--- config.mk ---
export PLATFORM = sky130hd
export DESIGN_NAME = bit_logic_unit_seq
export DESIGN_NICKNAME = d
export VERILOG_FILES = /design/src/rtl/bit_logic_unit_seq.sv
export SDC_FILE = /design/constraint.sdc
export NUM_CORES = 1
export LEC_CHECK = 0
export CORE_AREA = 5 5 91 93
export DETAILED_ROUTE_END_ITERATION = 10
export DIE_AREA = 0 0 96 98
export HOLD_SLACK_MARGIN = 0.1
export SETUP_SLACK_MARGIN = 0.1
export SLEW_MARGIN = 20
export SYNTH_ARGS = -nofsm -noshare
export SYNTH_HDL_FRONTEND = slang
export SYNTH_SLANG_ARGS = --single-unit
--- constraint.sdc ---
create_clock -name clk -period 4.2 [get_ports clk]
set_input_delay 1.26 -clock clk [delete_from_list [all_inputs] [get_ports clk]]
set_output_delay 1.26 -clock clk [all_outputs]
set_load 0.01 [all_outputs]
--- src/rtl/bit_logic_unit_seq.sv ---
// rtl/bit_logic_unit_seq.sv - multi-cycle chunked bitwise logic unit with zero/parity flags
module bit_logic_unit_seq #(
  parameter int WIDTH = 8,
  parameter int CHUNK = 2
) (
  input  logic             clk,
  input  logic             rst_n,
  input  logic             start,
  input  logic [2:0]       op,
  input  logic [WIDTH-1:0] a,
  input  logic [WIDTH-1:0] b,
  output logic             busy,
  output logic             done,
  output logic [WIDTH-1:0] out,
  output logic             zero,
  output logic             parity
);

  localparam int NCHUNK = WIDTH / CHUNK;
  localparam int CW     = (NCHUNK > 1) ? $clog2(NCHUNK) : 1;
  localparam logic [CW-1:0] LAST_CNT = CW'(NCHUNK - 1);

  localparam logic [1:0] S_IDLE = 2'd0;
  localparam logic [1:0] S_RUN  = 2'd1;
  localparam logic [1:0] S_DONE = 2'd2;

  // A partial trailing chunk would leave result bits undefined, so refuse to build.
  if (CHUNK < 1 || CHUNK > WIDTH || (WIDTH % CHUNK) != 0) begin : g_bad_chunk
    $error("bit_logic_unit_seq: WIDTH must be a positive multiple of CHUNK");
  end

  logic [1:0]       r_state;
  logic [CW-1:0]    r_cnt;
  logic [2:0]       r_op;
  logic [WIDTH-1:0] r_a;
  logic [WIDTH-1:0] r_b;
  logic [WIDTH-1:0] r_work;
  logic [WIDTH-1:0] r_out;
  logic             r_zero;
  logic             r_parity;

  int               w_base;
  logic [CHUNK-1:0] w_a_chunk;
  logic [CHUNK-1:0] w_b_chunk;
  logic [CHUNK-1:0] w_res_chunk;
  logic [WIDTH-1:0] w_work_next;

  // Evaluate the selected op on the current chunk and merge it into the work word.
  always_comb begin
    w_base      = int'(r_cnt) * CHUNK;
    w_a_chunk   = r_a[w_base +: CHUNK];
    w_b_chunk   = r_b[w_base +: CHUNK];
    w_res_chunk = '0;
    case (r_op)
      3'b000:  w_res_chunk = ~w_a_chunk;
      3'b001:  w_res_chunk = w_a_chunk & w_b_chunk;
      3'b010:  w_res_chunk = w_a_chunk | w_b_chunk;
      3'b011:  w_res_chunk = w_a_chunk ^ w_b_chunk;
      3'b100:  w_res_chunk = ~(w_a_chunk & w_b_chunk);
      3'b101:  w_res_chunk = ~(w_a_chunk | w_b_chunk);
      3'b110:  w_res_chunk = ~(w_a_chunk ^ w_b_chunk);
      default: w_res_chunk = w_a_chunk;
    endcase
    w_work_next                   = r_work;
    w_work_next[w_base +: CHUNK]  = w_res_chunk;
  end

  // Sequencer: latch operands on start, walk the chunks, publish the result once complete.
  always_ff @(posedge clk) begin
    if (!rst_n) begin
      r_state  <= S_IDLE;
      r_cnt    <= '0;
      r_op     <= '0;
      r_a      <= '0;
      r_b      <= '0;
      r_work   <= '0;
      r_out    <= '0;
      r_zero   <= 1'b0;
      r_parity <= 1'b0;
    end else begin
      case (r_state)
        S_IDLE: begin
          if (start) begin
            r_op    <= op;
            r_a     <= a;
            r_b     <= b;
            r_cnt   <= '0;
            r_state <= S_RUN;
          end
        end
        S_RUN: begin
          r_work <= w_work_next;
          if (r_cnt == LAST_CNT) begin
            // Flags come from the just-completed word, not the stale output register.
            r_out    <= w_work_next;
            r_zero   <= (w_work_next == '0);
            r_parity <= ^w_work_next;
            r_cnt    <= '0;
            r_state  <= S_DONE;
          end else begin
            r_cnt <= r_cnt + CW'(1);
          end
        end
        S_DONE: begin
          r_state <= S_IDLE;
        end
        default: begin
          r_state <= S_IDLE;
        end
      endcase
    end
  end

  assign busy   = (r_state == S_RUN);
  assign done   = (r_state == S_DONE);
  assign out    = r_out;
  assign zero   = r_zero;
  assign parity = r_parity;

endmodule

======== Word-level counts from Yosys, hierarchy flattened ========
Cells that the tools add are included.
storage, ports and cells
  input port bits ......................... 22
  bits in registers ....................... 41
  output and inout bits ................... 12
operators by class
  $add $sub $neg .......................... 2
  reductions and logical operators ........ 9
  shift operators ......................... 4
  equality and inequality tests ........... 11
  multiplexer cells ....................... 8
  bitwise operators ....................... 7
operators by type and width
  kind                    number
  $neg 3->33              1
  $shift 2x33->8 const A  1
  $shiftx 2x33->8         1
  $shiftx 8x4->2          2
  $pmux 2 s7              1
  $eq 3x3->1 const B      3
  $bwmux 8                1
  $logic_not 8->1         1
  $mux 2                  4
  $not 2->2               4
  $pmux 2 s2              2
  $reduce_and 2->1        4
  $reduce_xor 8->1        1
  $eq 3x2->1 const B      2
  $eq 2x2->1 const B      2
  $eq 3x1->1 const B      1
  $logic_not 3->1         1
  $add 2x1->2 const B     1
  $and 2x2->2             1
  $eq 2x1->1 const B      1
  $logic_not 2->1         1
  $ne 2x1->1 const B      1
  $ne 2x2->1 const B      1
  $or 2x2->2              1
  2 further kinds         2

======== Depth between registers and ports, before layout ========
  word-level depth ........................ 7
  depth in mapped cells ................... 13
  gate-level depth less buffers ........... 12

======== Worst setup path before layout ========
Ideal clock, no wire load.
  kind .................................... reg-to-reg
  start point ............................. reg r_cnt[0]
  end point ............................... reg r_parity (netlist: parity)
  slack ................................... 1.300 ns
  arrival ................................. 2.784 ns
  period minus slack after synthesis ...... 2.900 ns
  stages on the path, launching flop included .. 14
  cells stage by stage .................... dfxtp_1 buf_6 mux4_2 inv_1 ha_1 nand3_1 a21oi_1 o31ai_4 a21oi_2 ha_1 xnor2_1 xnor2_1 nand2_1 o211a_1
on the way
  cells in the longest elaborated chain, start to end .. 7
  elaborated cells on any way between the ends .. 17
  those cells by class .................... add/sub (1); eq/ne (1); shift (4); mux (2); bitwise (7); reduce/logical (2)
ends and longest elaborated chain
  element                                    line        text
  from (decl)                                33          logic [CW-1:0] r_cnt;
  from (signal assigned)                     101         r_cnt <= r_cnt + CW'(1);
  $shiftx 8x4->2 (on tied branches)          51, 52
  $xor 2x2->2, or another cell as far along  58, 61
  $not 2->2 (on tied branches)               61, 59, 60
  $pmux 2 s7                                 54          case (r_op)
  $shiftx 2x33->8                            65          w_work_next[w_base +: CHUNK] = w_res_chunk;
  $bwmux 8                                   65
  $reduce_xor 8->1                           97          r_parity <= ^w_work_next;
  to (signal assigned)                       97
  to (decl)                                  40          logic r_parity;
Several ways; a longest one is shown, not always the timed one.
A chain may end at the register's enable or synchronous reset.

======== Final worst setup path ========
Same ends and word-level chain as after synthesis.

==> run summary <==
The flow ran to the end, and the final reports show no timing, DRC or antenna violations. The run gives 34 as the number of top-level design ports. The summed negative setup slack over all endpoints is 0 ps, and the count of max-cap constraint violations is 0. At the pin with the least slew margin, the transition time is 617 ps.

The number of antenna violations at the first check in global routing was 0; the standard cell core area was 7450 um2. The register area share after synthesis came out at 38.3%. The run gives 0 as the final max-slew violation count.

The path class of the tightest hold or removal check is flip-flop to flip-flop. Buffers placed on the I/O ports in this run total 33. The number of hold-repair buffers added at the cts stage came out at 0. The largest voltage drop on the vdd net is 0.000123 V, and the H-tree depth is 2. The total number of vias is 1668. At the worst endpoint, the required time is 4390 ps. Measured against its own limit, the worst slew margin works out to 58.8%.

The share of post-route cells with drive strength above 1 was 9.49%; the via count normalized by instance count was 4.44. Among all stages on the critical path, the largest delay is contributed by sky130_fd_sc_hd__mux4_2. Compared with the post-synthesis result, the final layout area differs by 24.5%.

The worst path needs 3250 ps of the cycle, external delays included. The routed design uses 2080 um of met2 wire. The number of buffer and inverter instances along the worst setup path came out at 1. Measured along the x axis, the die boundary spans 96 um. Setup repair after global routing left no endpoint under its margin.

Average wire per cell in the routed design: 11.7 um. For the leakage power, the log shows 1.01 nW. Remaining design rule violation count: 0. In this run the worst path has a maximum fanout of 10. For this run, the number of Yosys warnings is 0. Clock tree root buffer cell: sky130_fd_sc_hd__clkbuf_8. The share of power burned in combinational logic was 19.1%; the die area was 9410 um2. Broken down by cell family, the worst path's largest delay share belongs to compound AO/OA/AOI/OAI gates. Walking the worst path, the cells encountered are mux4_2 -> inv_1 -> ha_1 -> o31ai_1 -> o31ai_4 -> a21oi_2 -> ha_1 -> xnor2_1 -> xnor2_1 -> nand2_1 -> o211a_1. After layout, the worst path uses 77.3% of the clock period.

Counting flops and latches in the post-synthesis netlist gives 41. The synthesized netlist contains 31 unique library cells. In this run the mean area of a mapped cell was 8.71 um2.

Row generation in the floorplan step produced 32 rows. The first global-routing pass estimated 7660 um of wire. Routability-driven placement finished with a final weighted congestion of 0.791.

The cell area power density is 346 nW/um2. The number of nets produced by synthesis was 282; the clock buffer count from CTS was 5. For the worst hold slack across all endpoints, the log shows 465 ps. The number of antenna repair diodes was 0; the global router's overall resource usage was 10.1%. The clock slew seen by the registers of the worst setup and hold paths is 80 ps. Class of the most critical setup path: flip-flop to flip-flop. The detailed router finished its first iteration with 101 violations. Of the total power, registers draw 46.0%. In this design, the stage delay of the slowest critical-path cell is 610 ps. After detailed routing, the met3 layer carries 130 um of wire. The slack of the worst reg-to-reg path came out at 950 ps.

After clock tree synthesis, the setup repair step added 0 buffers. Yosys attributes the largest share of cell area to sky130_fd_sc_hd__dfxtp_1, sky130_fd_sc_hd__ha_1, sky130_fd_sc_hd__nand2_1. The run gives 0 as the final hold violation count. Summed over all nets, the switching power comes to 0.234 mW.

In the final design database the tool counted 309 nets. TritonCTS built the clock tree. Pin count of the biggest net entering global routing: 23.

The cell area that synthesis handed to floorplanning was 2140 um2. From bottom edge to top edge, the die measures 98 um. At the worst endpoint, the arrival time is 3430 ps.

Based on the critical path, the design can be clocked at up to 308 MHz. Post-synthesis cell type with the largest combined area: sky130_fd_sc_hd__dfxtp_1. Once detail routing completed, the nets flagged for antenna violations numbered 0. Net switching is 25.3% of the power. The clock tree buffer depth was 2; the post-cts sizing count was 0. The initial utilization of the core area, before any placement, comes to 28.8%. The highest metal layer with signal wires was met4. The first TritonRoute pass finished after 4 iterations. The logs give 6.26 ps for the worst clock skew and 4390 um for the final wirelength. Leaving out fill and tap cells, the most frequent cell in the layout is sky130_fd_sc_hd__nand2_1. Clock latency on the worst-skew pair: 290 ps. The final count of negative-setup-slack endpoints is 0, and the via count of the first global-routing pass is 1649. For this run the aggregate overflow at the end of global routing stands at 0. The library cells used most frequently in the layout, excluding fill and tap cells, are sky130_fd_sc_hd__nand2_1, sky130_fd_sc_hd__dfxtp_1, sky130_fd_sc_hd__clkdlybuf4s50_1.

The clock network burns 34.9% of the power. The cell count after synthesis came out at 246. The HPWL after detailed placement is 3290 um, and the routed metal-1 wirelength is 2110 um.

The number of clock sinks seen by CTS is 41. The tools report the startpoint class of the critical path as a flip-flop. The internal portion of the total power is 0.690 mW. The tools report the critical path endpoint category as a flip-flop. The synthesized design devotes to its leading area cell type 38.3% of total area.
metrics by stage:
stage	setup slack (ps)	power, mW	utilization [%]	cell area [um2]	instances
floorplan	1300	0.563	-	2140	246
finish	952	0.924	35.8	2670	376
detailed placement	901	0.613	34.3	2550	368
global route	701	0.974	35.8	2670	376
CTS	897	0.937	35.8	2670	376
global placement	973	0.610	34.3	2550	368
layout make-up:
| cell class | count | area (um2) |
|---|---|---|
| clock buffer | 7 | 86.3 |
| fill | 780 | 4780 |
| clock inverter | 1 | 30.0 |
| multi-input combinational | 183 | 1230 |
| sequential | 41 | 821 |
| inverter | 7 | 26.3 |
| tap | 102 | 128 |
| timing repair buffer | 35 | 345 |
per-layer routing:
metal / global-route usage, % / vias to the layer above
met4: 3.94 / 0
met5: 0 / -
met3: 2.00 / 6
met1: 13.4 / 740
li1: - / 897
met2: 15.9 / 25
path summary, 6_finish.rpt:
kind                                to  cells past startpoint      from
worst max-delay path            parity                     11  r_cnt[0]
worst min-delay path            r_b[5]                      2    r_b[5]
worst max register to register  parity                     11  r_cnt[0]
worst min register to register  r_b[5]                      2    r_b[5]
power groups by stage:
stage	logic, mW	registers [mW]	clock network, mW
finish	0.176	0.425	0.322
global route	0.199	0.429	0.346
CTS	0.179	0.425	0.332
detailed placement	0.179	0.434	0
global placement	0.175	0.434	0
floorplan	0.138	0.425	0
cells in the mapped netlist:
cell	number
sky130_fd_sc_hd__or4bb_1	1
sky130_fd_sc_hd__nand3b_1	1
sky130_fd_sc_hd__nand2b_1	2
sky130_fd_sc_hd__mux4_2	4
sky130_fd_sc_hd__and2_1	3
sky130_fd_sc_hd__nand3_1	5
sky130_fd_sc_hd__o211a_1	1
sky130_fd_sc_hd__or4_4	2
sky130_fd_sc_hd__nor2_1	12
sky130_fd_sc_hd__clkbuf_1	14
sky130_fd_sc_hd__o21a_1	1
sky130_fd_sc_hd__dfxtp_1	41
sky130_fd_sc_hd__xnor2_1	3
sky130_fd_sc_hd__mux2i_1	1
sky130_fd_sc_hd__nand4bb_1	1
sky130_fd_sc_hd__o21ai_0	17
sky130_fd_sc_hd__buf_6	1
sky130_fd_sc_hd__ha_1	14
sky130_fd_sc_hd__and3_1	1
sky130_fd_sc_hd__inv_1	7
sky130_fd_sc_hd__a21boi_0	19
sky130_fd_sc_hd__nand4_1	2
sky130_fd_sc_hd__a211oi_1	2
sky130_fd_sc_hd__a21oi_1	17
sky130_fd_sc_hd__o21bai_1	1
sky130_fd_sc_hd__a21oi_2	9
sky130_fd_sc_hd__nor2b_1	16
sky130_fd_sc_hd__a22oi_1	1
sky130_fd_sc_hd__o31ai_4	2
sky130_fd_sc_hd__o31ai_1	2
sky130_fd_sc_hd__nand2_1	43
tightest hold or removal path: cells and delay by family, from the launching register on:
kind	cells	cell delay [ps]
and+or+nand+nor	1	50
DFF	1	310
AOI/OAI and AO/OA	1	60
cells by family (layout without fill, tap and decap cells):
| family | count (synthesis) | in the layout | share of synthesized area, % |
|---|---|---|---|
| AO/OA/AOI/OAI | 72 | 72 | 23.2 |
| adder cells (fa/ha/maj) | 14 | 14 | 8.17 |
| XOR/XNOR | 3 | 3 | 1.23 |
| flip-flops | 41 | 41 | 38.3 |
| multiplexers | 5 | 5 | 4.67 |
| AND/OR/NAND/NOR | 89 | 89 | 20.3 |
| buffers and inverters | 22 | 50 | 4.20 |
registers in the layout, summed over array words and instances (netlist names):
register / count
out: 8
parity: 1
r_a: 8
r_b: 8
r_cnt: 2
r_op: 3
r_state: 2
r_work: 8
zero: 1
(Power assumes the default switching activity.)
